==> src/rtl/pot_dot_accumulator.sv <==
// Signed dot-product accumulator placed after the power-of-two shift
// multiplier. Sums VECTOR_LENGTH signed products into one result and holds
// that result on a registered output until the next stage takes it.
//
// Handshakes: a transfer happens on a rising edge where valid && ready are
// both high. The producer holds valid and data steady until that edge. The
// consumer's ready may depend only on its own state, never on the valid it
// receives. Here in_ready and out_valid come straight from the state
// register, so neither in_valid nor out_ready has a combinational path to
// any output.
module pot_dot_accumulator #(
  parameter int WEIGHT_BIT_WIDTH = 4,
  parameter int INPUT_BIT_WIDTH  = 4,
  parameter int VECTOR_LENGTH    = 8,
  localparam int PRODUCT_BIT_WIDTH = INPUT_BIT_WIDTH + (2**WEIGHT_BIT_WIDTH) / 2,
  localparam int ACC_BIT_WIDTH     = PRODUCT_BIT_WIDTH + $clog2(VECTOR_LENGTH),
  localparam int CNT_W             = $clog2(VECTOR_LENGTH + 1)
) (
  input  logic                         clk,
  input  logic                         rst,
  input  logic                         in_valid,
  output logic                         in_ready,
  input  logic [PRODUCT_BIT_WIDTH-1:0] in_product,
  output logic                         out_valid,
  input  logic                         out_ready,
  output logic [ACC_BIT_WIDTH-1:0]     out_sum,
  output logic [CNT_W-1:0]             count
);

  // The accept that arrives while count holds this value completes the vector.
  localparam logic [CNT_W-1:0] LAST_IDX = CNT_W'(VECTOR_LENGTH - 1);

  // ACCUM collects products. HOLD presents the finished sum. The state
  // register is named state_q so checkers can bind to it directly.
  typedef enum logic {
    ACCUM = 1'b0,
    HOLD  = 1'b1
  } state_e;

  state_e                   state_q, state_d;
  logic [ACC_BIT_WIDTH-1:0] acc_q, acc_d;
  logic [ACC_BIT_WIDTH-1:0] out_sum_q, out_sum_d;
  logic [CNT_W-1:0]         count_q, count_d;

  logic [ACC_BIT_WIDTH-1:0] prod_ext;
  logic [ACC_BIT_WIDTH-1:0] acc_sum;
  logic                     accept;

  // Sign-extend the product. The width is sized so that VECTOR_LENGTH
  // full-scale products cannot wrap, so no saturation logic is needed.
  assign prod_ext = {{(ACC_BIT_WIDTH - PRODUCT_BIT_WIDTH){in_product[PRODUCT_BIT_WIDTH-1]}},
                     in_product};
  assign acc_sum  = acc_q + prod_ext;
  assign accept   = in_valid && in_ready;

  assign in_ready  = (state_q == ACCUM);
  assign out_valid = (state_q == HOLD);
  assign out_sum   = out_sum_q;
  assign count     = count_q;

  // Next-state logic: accumulate in ACCUM, release the result in HOLD.
  always_comb begin
    state_d   = state_q;
    acc_d     = acc_q;
    count_d   = count_q;
    out_sum_d = out_sum_q;
    case (state_q)
      ACCUM: begin
        if (accept) begin
          acc_d   = acc_sum;
          count_d = count_q + CNT_W'(1);
          if (count_q == LAST_IDX) begin
            out_sum_d = acc_sum;
            state_d   = HOLD;
          end
        end
      end
      HOLD: begin
        // in_valid is ignored here. Nothing is accepted in the release cycle.
        if (out_ready) begin
          acc_d   = '0;
          count_d = '0;
          state_d = ACCUM;
        end
      end
      default: begin
        state_d = ACCUM;
      end
    endcase
  end

  // State registers with synchronous reset. Reset discards any partial sum.
  always_ff @(posedge clk) begin
    if (rst) begin
      state_q   <= ACCUM;
      acc_q     <= '0;
      count_q   <= '0;
      out_sum_q <= '0;
    end else begin
      state_q   <= state_d;
      acc_q     <= acc_d;
      count_q   <= count_d;
      out_sum_q <= out_sum_d;
    end
  end

endmodule

==> config.mk <==
export PLATFORM = sky130hd
export DESIGN_NAME = pot_dot_accumulator
export DESIGN_NICKNAME = d
export VERILOG_FILES = /design/src/rtl/pot_dot_accumulator.sv
export SDC_FILE = /design/constraint.sdc
export NUM_CORES = 1
export LEC_CHECK = 0
export ABC_AREA = 1
export BUFFER_PORTS_ARGS = -buffer_cell sky130_fd_sc_hd__buf_4
export CAP_MARGIN = 20
export CORE_ASPECT_RATIO = 0.7
export CORE_MARGIN = 2
export CORE_UTILIZATION = 60
export CTS_BUF_LIST = sky130_fd_sc_hd__clkbuf_8
export CTS_CLUSTER_SIZE = 10
export DETAILED_ROUTE_END_ITERATION = 8
export PLACE_DENSITY = 0.84
export REMOVE_ABC_BUFFERS = 1
export SKIP_LAST_GASP = 1
export SLEW_MARGIN = 10
export SYNTH_ARGS = -nofsm -noshare
export SYNTH_HDL_FRONTEND = slang
export SYNTH_SLANG_ARGS = --single-unit
==> constraint.sdc <==
create_clock -name clk -period 3.36 [get_ports clk]
set_clock_uncertainty 0.1 [all_clocks]
set_input_delay 0.168 -clock clk [delete_from_list [all_inputs] [get_ports clk]]
set_output_delay 0.168 -clock clk [all_outputs]
set_load 0.03 [all_outputs]
# Word level (Yosys, flattened, before mapping)
# Cells that the tools add are included.
[word_totals] ff_bits=35 elab_cells=23
[op_classes] n_addsub=2 n_eq_ne=3 muxes=10 bitwise_logic=1 n_reduce_logical=3
[ops] cell="$mux 15" n=2
[ops] cell="$pmux 15 s2" n=1
[ops] cell="$add 15x15->15" n=1
[ops] cell="$mux 4" n=2
[ops] cell="$pmux 4 s2" n=1
[ops] cell="$add 4x1->4 const B" n=1
[ops] cell="$eq 4x3->1 const B" n=1
[ops] cell="$mux 1" n=3
[ops] cell="$reduce_and 3->1" n=1
[ops] cell="$ne 2x1->1 const B" n=1
[ops] cell="$ne 2x2->1 const B" n=1
[ops] cell="$pmux 1 s2" n=1
[ops] cell="$reduce_and 2->1" n=1
[ops] cell="$logic_and 1x1->1" n=1
[ops] cell="$not 1->1" n=1

# Longest topological paths before layout
# Gate-level depths: netlist of run 1.
[logic_depth] depth_word=4 mapped_depth=12 mapped_depth_nobuf=12

# Worst setup path before layout of run 1
# Ideal clock, no wire load.
[synth_timing] path_kind="register -> register" startpoint="reg acc_q[0]" endpoint="reg acc_q[8]" setup_ns=0.070 arrival_time_ns=1.582 required_time_ns=3.190 slack_ns=1.608 path_stages_with_launch=9 synth_period_minus_slack_ns=1.752 path_cell_list="dfxtp_1 ha_1 fa_1 nand3_1 nand3_2 a21oi_1 xor2_1 nand2_1 a21oi_1"
[synth_via] elab_chain_cells=3
[synth_rtl] item="from (decl)" line="41" source="logic [ACC_BIT_WIDTH-1:0] acc_q, acc_d;"
[synth_rtl] item="from (signal assigned)" line="96" source="acc_q <= '0;"
[synth_rtl] item="from (signal assigned)" line="101" source="acc_q <= acc_d;"
[synth_rtl] item="$add 15x15->15" line="53" source="assign acc_sum = acc_q + prod_ext;"
[synth_rtl] item="$mux 15" line="69" source="if (accept) begin"
[synth_rtl] item="$pmux 15 s2" line="67" source="case (state_q)"
# Every way passes these cells. The select of a mux whose other input is x is not followed.
# A chain may end at the register's enable or synchronous reset.

# Worst setup path in the final report of run 1
[layout_timing] startpoint="reg count_q[0], in the netlist count[0]" endpoint="reg out_sum_q[4], in the netlist out_sum[4]"
[layout_via] elab_chain_cells=2
[layout_rtl] item="from (decl)" line="43" source="logic [CNT_W-1:0] count_q, count_d;"
[layout_rtl] item="from (signal assigned)" line="102" source="count_q <= count_d;"
[layout_rtl] item="$eq 4x3->1" line="72" source="if (count_q == LAST_IDX) begin"
[layout_rtl] item="$reduce_and 3->1 (no line)"
[layout_rtl] item="to (signal assigned)" line="103" source="out_sum_q <= out_sum_d;"
[layout_rtl] item="to (decl)" line="42" source="logic [ACC_BIT_WIDTH-1:0] out_sum_q, out_sum_d;"
# Every way passes these cells.

==> results of run 1 <==
==> worst paths after layout <==
check,startpoint,to,slack (ns),cells after the start
worst min register to register,acc_q[2],acc_q[2],0.37,2
worst min-delay path,out_ready,out_valid,0.07,4
worst max register to register,count[0],out_sum[4],1.16,6
worst max-delay path,count[0],out_sum[4],1.16,6
==> per-layer routing <==
metal,GRT usage (%),up-vias
met4,3.64,0
met3,4.38,7
li1,-,1131
met2,40.9,73
met5,0,-
met1,33.4,933
==> layout make-up <==
| cell class | instances | area (um^2) | area share, % |
|---|---|---|---|
| clock inverter | 3 | 43.8 | 1.67 |
| inverter | 57 | 214 | 8.14 |
| clock buffer | 5 | 68.8 | 2.62 |
| multi-input combinational | 244 | 1260 | 48.0 |
| timing repair buffer | 37 | 278 | 10.6 |
| sequential | 35 | 701 | 26.7 |
| tap | 50 | 62.6 | 2.38 |
==> kinds of logic (layout without fill, tap and decap cells) <==
group | Yosys count | count (layout) | synth area share, %
compound gates | 39 | 39 | 9.21
xor+xnor | 8 | 8 | 3.14
fa+ha+maj | 16 | 16 | 9.32
buf+inv | 66 | 102 | 12.0
flops | 35 | 35 | 31.4
simple gates | 181 | 181 | 34.9
==> where the power goes <==
group	switching (W)	internal (W)	total, W
logic	0.000192	0.000118	0.000310
clock network	0.000157	0.000221	0.000378
registers	0.0000158	0.000439	0.000455
==> worst max-delay path: cells and delay by family, from the launching register on <==
family                   cells  cell delay (ns)
AND/OR/NAND/NOR              2             0.72
buffers and inverters        2             0.42
flip-flops                   1             0.40
AO/OA/AOI/OAI                1             0.26
adder cells (fa/ha/maj)      1             0.19
==> sequential cells by signal (all words and copies together), names as in the netlist <==
register   flops
count          4
out_sum       15
acc_q         15
out_valid      1
==> cells in the final DEF (no fill, tap or decap) <==
cell / count
nand2_1: 109
inv_1: 56
nor2_1: 40
buf_4: 37
dfxtp_1: 35
a21oi_1: 26
ha_1: 15
nand3_1: 12
o21ai_0: 9
xor2_1: 7
nand3_2: 6
nand2_2: 5
clkbuf_8: 5
nand3b_1: 2
nor2_2: 2
nand4_1: 2
inv_2: 1
nor2_4: 1
nor4_1: 1
a21oi_2: 1
nor3_2: 1
xnor2_1: 1
a22oi_1: 1
a311oi_1: 1
o21ai_1: 1
fa_1: 1
bufinv_16: 1
clkinv_2: 1
clkinv_4: 1
==> metrics by stage <==
step,util [%],cell area (um^2)
2_1_floorplan,-,2180
3_3_place_gp,71.2,2520
3_5_place_dp,71.2,2520
4_1_cts,74.3,2630
5_1_grt,74.3,2630
6_report,74.3,2630
==> impl_results.md, run 1 <==
* CTS H-tree lvls at 2
* Initial antenna violation count at 0
* Worst slew pin tran at 0.771 ns
* Buffers on Ports at 36
* RSZ-0062 raised after global routing: false
* Crit-path slowest cell: nor3_2
* Sequential share of the synthesized area at 31.4%
* Vias in the first global route at 1,841
* Antenna Cells at 0
* DR pass1 iterations at 4
* Layout net count at 412
* Period utilization at 65.5%
* Area Overhead vs Synth at 18.0%
* Synth top area share at 31.4%
* Global-route wire length before repair at 8090 um
* Fmax at 454 MHz
* Drt first-iter violations at 122
* Final setup fails at 0
* Cts bufs inserted at 5
* Final wirelength at 4850 um
* PwrDens at 434 nW/um^2
* P_leak at 1.48 nW
* CP required at 3.44 ns
* Die X at 76.8 um
* Core Area at 3540 um^2
* # DRC at 0
* Hold violation count in the final report at 0
* Asr flop ratio synth at 0%
* Commonest cells in the netlist: 109 x nand2_1, 56 x inv_1, 40 x nor2_1, 35 x dfxtp_1, 26 x a21oi_1
* Die Height at 55.0 um
* Share of layout cells above drive strength 1 at 16.3%
* Non-filler cells, final at 431
* Count of cell types in the netlist at 27
* CP Class: flop to flop
* TritonCTS clock tree: done
* Routed vias at 2,144
* Worst relative slew slack at 48.3%
* Count leader, synth: nand2_1
* Congestion Overflow GR at 0
* Post-Synthesis Cells at 345
* Worst-path fanout max at 12
* Post-CTS setup buffer count at 0
* Post-DP HPWL at 3610 um
* Total power at 0.00114 W
* Worst-skew pair later-pin latency at 0.29 ns
* DP Cell Count at 423
* M1 wire length at 2520 um
* Most used cell, CP: inv_1
* Antenna viol nets, final at 0
* Met2 routed WL at 1950 um
* Critical Path Sink Type: flop
* I/O pin cnt at 37
* Hold slack at 0.0717 ns
* # rows at 18
* Max_cap viols at 0
* Min cycle time layout at 2.20 ns
* Worst Setup Start Kind: flop
* Max VDD drop at 0.000375 V
* Setup_tns at 0 ns
* Fill cell count at 303
* Setup slack after layout at 1.16 ns
* Met3 wire length at 352 um
* Warnings, synthesis at 0
* Largest stage delay, worst path at 0.64 ns
* Pins Over Slew Limit at 0
* Hold Crit Class: input port to flop
* Number of synthesized register bits at 35
* Starting Density at 63.0%
* Vias per cell at 4.97
* Post-place setup slack at 1.20 ns
* # clock sinks at 35
* Placer Congestion at 0.873
* DIE AREA at 4230 um^2
* Clock buffer depth at 2
* Post-synth EDFFs at 0
* Top sig layer: met4
* Synth Cell Area at 2230 um^2
* Clock transition at the registers of the reported paths at 0.08 ns
* Status: completed
* Wire length per cell at 11.3 um
* Tot GR Track Use at 24.1%
* Mean Syn Cell Area at 6.46 um^2
* Root Buffer: clkbuf_8
* Hold_buf cts at 0
* Resize count post-CTS at 0
* Critical Path AT at 2.28 ns
* Ys flop type: dfxtp_1
* Synth area leader: dfxtp_1
* Largest net degree at the start of global routing at 34
* Cells along the critical path: ha_1 > nand2_1 > nor3_2 > inv_1 > o21ai_0 > inv_1
* Top cells by area, synth: dfxtp_1 31%, nand2_1 18%, inv_1 9.4%
(Power assumes the default switching activity.)
==> run 2, diff against run 1 <==
--- a/config.mk
+++ b/config.mk
@@ -10,11 +10,11 @@
 export CAP_MARGIN = 20
 export CORE_ASPECT_RATIO = 0.7
 export CORE_MARGIN = 2
-export CORE_UTILIZATION = 60
+export CORE_UTILIZATION = 58
 export CTS_BUF_LIST = sky130_fd_sc_hd__clkbuf_8
 export CTS_CLUSTER_SIZE = 10
 export DETAILED_ROUTE_END_ITERATION = 8
-export PLACE_DENSITY = 0.84
+export PLACE_DENSITY = 0.82
 export REMOVE_ABC_BUFFERS = 1
 export SKIP_LAST_GASP = 1
 export SLEW_MARGIN = 10
==> constraint.sdc (replaced) <==
create_clock -name clk -period 2.3 [get_ports clk]
set_clock_uncertainty 0.1 [all_clocks]
set_input_delay 0.115 -clock clk [delete_from_list [all_inputs] [get_ports clk]]
set_output_delay 0.115 -clock clk [all_outputs]
set_load 0.03 [all_outputs]
==> impl_results.md, run 2 (synthesis gave the netlist of run 1 again) <==
* CP Class: flop to flop
* Tot GR Track Use at 23.6% (-0.49 points)
* Starting Density at 61.8% (-1.2 points)
* Area Overhead vs Synth at 17.6%
* # rows at 18 (unchanged)
* Vias per cell at 4.92 (-1.1%)
* Placer Congestion at 0.931 (+6.7%)
* Hold violation count in the final report at 0 (unchanged)
* P_leak at 1.49 nW (+0.50%)
* Worst r2r dst: acc_q[8]
* TritonCTS clock tree: done
* Worst Setup Start Kind: flop
* Critical Path Sink Type: flop
* Hold_buf cts at 0 (unchanged)
* Most common cell after layout, fill and taps aside: nand2_1
* PwrDens at 594 nW/um^2 (+37%)
* Critical Path AT at 2.03 ns (-0.25 ns)
* Layout net count at 415 (+0.73%)
* Core Area at 3600 um^2 (+1.9%)
* Vias in the first global route at 1,886 (+2.4%)
* Antenna Cells at 0 (unchanged)
* Root Buffer: clkbuf_8
* Reg2reg setup slack at 0.39 ns (-0.77 ns)
* Worst Hold Launch: out_ready
* CTS H-tree lvls at 2 (unchanged)
* Cells along the critical path: ha_1 > fa_1 > nand3_1 > nand3_2 > a21oi_1 > xor2_1 > nand2_1 > a21oi_1
* DIE AREA at 4360 um^2 (+3.2%)
* Setup_tns at 0 ns (unchanged)
* RSZ-0062 raised after global routing: false
* Crit-path slowest cell: fa_1
* Clock transition at the registers of the reported paths at 0.07 ns (about the same)
* I/O pin cnt at 37 (unchanged)
* Final setup fails at 0 (unchanged)
* Pins Over Slew Limit at 0 (unchanged)
* Largest net degree at the start of global routing at 34 (unchanged)
* Period utilization at 83.2% (+18 points)
* Post-DP HPWL at 3800 um (+5.2%)
* Worst-skew pair later-pin latency at 0.29 ns (about the same)
* Congestion Overflow GR at 0 (unchanged)
* Worst path bufs/invs at 0 (-2)
* Routed vias at 2,135 (-0.42%)
* Share of layout cells above drive strength 1 at 16.4% (+0.13 points)
* Fmax at 522 MHz (+15%)
* R2r startpoint: acc_q[0]
* Max_cap viols at 0 (unchanged)
* Clock buffer depth at 2 (unchanged)
* Antenna viol nets, final at 0 (unchanged)
* Resize count post-CTS at 0 (unchanged)
* Initial antenna violation count at 0 (unchanged)
* Drt first-iter violations at 104 (-15%)
* Worst relative slew slack at 75.3% (+27 points)
* Hold Crit Class: input port to flop
* Worst slew pin tran at 0.370 ns (-0.401 ns)
* Global-route wire length before repair at 8190 um (+1.3%)
* Hold path endpoint: out_valid
* Min cycle time layout at 1.91 ns (-0.286 ns)
* Final wirelength at 5000 um (+3.1%)
* Wire length per cell at 11.5 um (+2.4%)
* Critical path's top delay family: adder cells
* DR pass1 iterations at 4 (unchanged)
* Most frequent cells in the layout: 109 x nand2_1, 58 x inv_1, 40 x nor2_1, 40 x buf_4, 35 x dfxtp_1
* Most used cell, CP: a21oi_1
* Worst Hold Depth at 4 (unchanged)
* Buffers on Ports at 36 (unchanged)
* Die X at 78.1 um (+1.6%)
* Reg2Reg Depth at 8 (+2)
* # DRC at 0 (unchanged)
* Die Height at 55.9 um (+1.6%)
* Cts bufs inserted at 5 (unchanged)
* Max VDD drop at 0.000442 V (+18%)
* Worst-path fanout max at 3 (-9)
* Largest stage delay, worst path at 0.43 ns (-0.21 ns)
* Status: completed
* # clock sinks at 35 (unchanged)
* Post-CTS setup buffer count at 0 (unchanged)
* CP required at 2.42 ns (-1.02 ns)
* Hold slack at 0.0168 ns (-0.0548 ns)
-- run 2: how the worst max path moves through the flow --
stage | startpoint | end | slack [ns] | depth (start not counted)
2_1_floorplan | count[0] | out_sum[12] | 0.02 | 6
3_3_place_gp | acc_q[0] | acc_q[8] | 0.48 | 8
3_5_place_dp | acc_q[0] | acc_q[8] | 0.39 | 8
4_1_cts | acc_q[0] | acc_q[8] | 0.36 | 8
5_1_grt | acc_q[0] | acc_q[8] | 0.20 | 8
6_report | acc_q[0] | acc_q[8] | 0.39 | 8
-- run 2: worst register-to-register path, stage by stage (launching register included) --
cell     delay, ns
dfxtp_1       0.32
ha_1          0.21
fa_1          0.43
nand3_1       0.12
nand3_2       0.09
a21oi_1       0.16
xor2_1        0.20
nand2_1       0.08
a21oi_1       0.14
-- run 2: layout make-up --
| class | instances | area, um^2 |
|---|---|---|
| Multi-Input combinational cell | 244 | 1260 |
| Fill cell | 313 | 983 |
| Sequential cell | 35 | 701 |
| Timing Repair Buffer | 40 | 300 |
| Inverter | 57 | 214 |
| Clock buffer | 5 | 68.8 |
| Tap cell | 50 | 62.6 |
| Clock inverter | 3 | 12.5 |
-- run 2: per-stage QoR --
stage / util [%] / instance area (um^2) / cells / setup slack, ns / power [W]
3_5_place_dp: 70.5 / 2540 / 426 / 0.394 / 0.00113
3_3_place_gp: 70.5 / 2540 / 426 / 0.476 / 0.00112
6_report: 72.7 / 2620 / 434 / 0.385 / 0.00156
2_1_floorplan: - / 2180 / 336 / 0.0169 / 0.00101
4_1_cts: 72.7 / 2620 / 434 / 0.363 / 0.00156
5_1_grt: 72.7 / 2620 / 434 / 0.201 / 0.00165
-- run 2: layer usage --
metal	vias up	global-route usage [%]	part of all wire (%)
li1	1134	-	-
met1	933	34.1	51
met2	64	35.2	41
met3	4	5.52	7.2
met4	0	7.02	0.54
met5	-	0	0
-- run 2: power by group --
group | internal (W) | switching [W]
logic | 0.000175 | 0.000286
clock network | 0.000204 | 0.000229
registers | 0.000641 | 0.0000230
==> run 3, diff against run 2 <==
--- a/config.mk
+++ b/config.mk
@@ -10,11 +10,11 @@
 export CAP_MARGIN = 20
 export CORE_ASPECT_RATIO = 0.7
 export CORE_MARGIN = 2
-export CORE_UTILIZATION = 58
+export CORE_UTILIZATION = 53
 export CTS_BUF_LIST = sky130_fd_sc_hd__clkbuf_8
 export CTS_CLUSTER_SIZE = 10
 export DETAILED_ROUTE_END_ITERATION = 8
-export PLACE_DENSITY = 0.82
+export PLACE_DENSITY = 0.79
 export REMOVE_ABC_BUFFERS = 1
 export SKIP_LAST_GASP = 1
 export SLEW_MARGIN = 10
==> constraint.sdc (replaced) <==
create_clock -name clk -period 1.7 [get_ports clk]
set_clock_uncertainty 0.1 [all_clocks]
set_input_delay 0.085 -clock clk [delete_from_list [all_inputs] [get_ports clk]]
set_output_delay 0.085 -clock clk [all_outputs]
set_load 0.03 [all_outputs]
==> impl_results.md, run 3 (synthesis gave the netlist of run 1 again) <==
* Final setup fails at 6 (+6)
* Total power at 0.00263 W (+69%)
* Most common cell after layout, fill and taps aside: nand2_1
* Global-route wire length before repair at 9150 um (+12%)
* Antenna viol nets, final at 0 (unchanged)
* Pins Over Slew Limit at 0 (unchanged)
* Clock buffer depth at 2 (unchanged)
* Initial antenna violation count at 0 (unchanged)
* Wire length per cell at 12.9 um (+12%)
* Share of layout cells above drive strength 1 at 29.0% (+13 points)
* Die X at 81.5 um (+4.4%)
* Post-DP HPWL at 3900 um (+2.7%)
* Crit-path slowest cell: fa_2
* Cts bufs inserted at 5 (unchanged)
* # DRC at 0 (unchanged)
* PwrDens at 868 nW/um^2 (+46%)
* # rows at 19 (+1)
* Root Buffer: clkbuf_8
* Critical Path AT at 1.88 ns (-0.15 ns)
* RSZ-0062 raised after global routing: true
* CTS H-tree lvls at 2 (unchanged)
* Congestion Overflow GR at 0 (unchanged)
* Met2 routed WL at 2580 um (+24%)
* Hold Crit Class: input port to flop
* CP required at 1.82 ns (-0.60 ns)
* Worst-skew pair later-pin latency at 0.29 ns (about the same)
* Core Area at 3970 um^2 (+10%)
* Area Overhead vs Synth at 35.9%
* Non-filler cells, final at 445 (+2.5%)
* Drt first-iter violations at 126 (+21%)
* Status: finished with violations
* DIE AREA at 4750 um^2 (+8.8%)
* CP Class: flop to flop
* Setup slack after layout at -0.0578 ns (-0.443 ns)
* Placer Congestion at 0.917 (-1.5%)
* Starting Density at 56.1% (-5.7 points)
* Final wirelength at 5760 um (+15%)
* Largest stage delay, worst path at 0.37 ns (-0.06 ns)
* Critical path's top delay family: adder cells
* Max VDD drop at 0.000645 V (+46%)
* Period utilization at 103% (+20 points)
* Top sig layer: met4
* Tot GR Track Use at 25.7% (+2.1 points)
* Worst Setup Start Kind: flop
* Min cycle time layout at 1.76 ns (-0.157 ns)
* TritonCTS clock tree: done
* Vias per cell at 5.02 (+2.0%)
* Hold violation count in the final report at 0 (unchanged)
* Layout net count at 424 (+2.2%)
* Worst slew pin tran at 0.382 ns (+0.0117 ns)
* Worst relative slew slack at 74.5% (-0.78 points)
* Routed vias at 2,232 (+4.5%)
* Met3 wire length at 387 um (+7.5%)
* Failing checks: setup timing
* P_leak at 1.56 nW (+4.7%)
* DR pass1 iterations at 5 (+1)
* Most frequent cells in the layout: 100 x nand2_1, 57 x inv_1, 48 x buf_4, 37 x nor2_1, 28 x dfxtp_1
* I/O pin cnt at 37 (unchanged)
* # clock sinks at 35 (unchanged)
* Buffers on Ports at 36 (unchanged)
* Worst path bufs/invs at 0 (unchanged)
* Critical Path Sink Type: flop
* Worst-path fanout max at 3 (unchanged)
* Max_cap viols at 0 (unchanged)
* Die Height at 58.3 um (+4.3%)
* M1 wire length at 2740 um (+7.8%)
* Fmax at 569 MHz (+8.9%)
* Vias in the first global route at 2,007 (+6.4%)
* Largest net degree at the start of global routing at 34 (unchanged)
* Antenna Cells at 0 (unchanged)
* Clock transition at the registers of the reported paths at 0.08 ns (about the same)
* Cells along the critical path: ha_4 > fa_2 > nand3_2 > nand3_4 > a21oi_4 > xor2_2 > nand2_1 > a21oi_1
* DP Cell Count at 433 (+1.6%)
-- run 3: repair_timing --
item                       4_1_cts  5_1_grt
setup endpoints to repair       13       24
hold endpoints to repair         1        0
gates resized for setup         13       44
pin swaps                        1       11
hold buffers                     1        0
buffers inserted                 1        2
-- run 3: worst reg2reg max path: cells and delay by family (launching register included) --
family          cells  cell delay, ns
xor+xnor            1            0.19
fa+ha+maj           2            0.53
flops               1            0.34
compound gates      2            0.26
simple gates        3            0.27
-- run 3: path summary, 6_finish.rpt --
| kind | start | end | slack (ns) | cells past startpoint |
|---|---|---|---|---|
| max | acc_q[0] | acc_q[8] | -0.06 | 8 |
| min | in_valid | count[2] | 0.02 | 4 |
| max reg2reg | acc_q[0] | acc_q[8] | -0.06 | 8 |
| min reg2reg | acc_q[13] | acc_q[13] | 0.37 | 2 |
-- run 3: per-stage QoR --
step | setup slack (ns) | cell area (um^2) | setup TNS (ns) | utilization (%) | hold slack, ns
5_1_grt | -0.137 | 3030 | -1.19 | 76.3 | 0.0322
3_5_place_dp | -0.164 | 2580 | -0.805 | 65.0 | 0.286
3_3_place_gp | -0.0971 | 2580 | -0.254 | 65.0 | 0.286
4_1_cts | -0.0467 | 2790 | -0.228 | 70.2 | 0.00871
2_1_floorplan | -0.583 | 2180 | -7.21 | - | 0.0541
6_report | -0.0578 | 3030 | -0.143 | 76.3 | 0.0156
-- run 3: power breakdown --
part / switching [W] / internal (W) / leakage, nW / total (W)
registers: 0.0000460 / 0.000872 / 0.288 / 0.000918
logic: 0.000467 / 0.000349 / 1.20 / 0.000816
clock network: 0.000316 / 0.000580 / 0.0695 / 0.000896
-- run 3: cell type report --
type / count / area (um^2)
clock buffers: 5 / 68.8
clock inverters: 3 / 63.8
fillers: 308 / 942
inverters: 57 / 214
multi-input cells: 244 / 1540
flip-flops and latches: 35 / 709
well taps: 52 / 65.1
repair buffers: 49 / 370
-- run 3: layer usage --
metal  up-vias  track usage, %
li1       1150               -
met4         0            7.75
met3         8            5.45
met5         -               0
met2        71            40.9
met1      1003            35.1
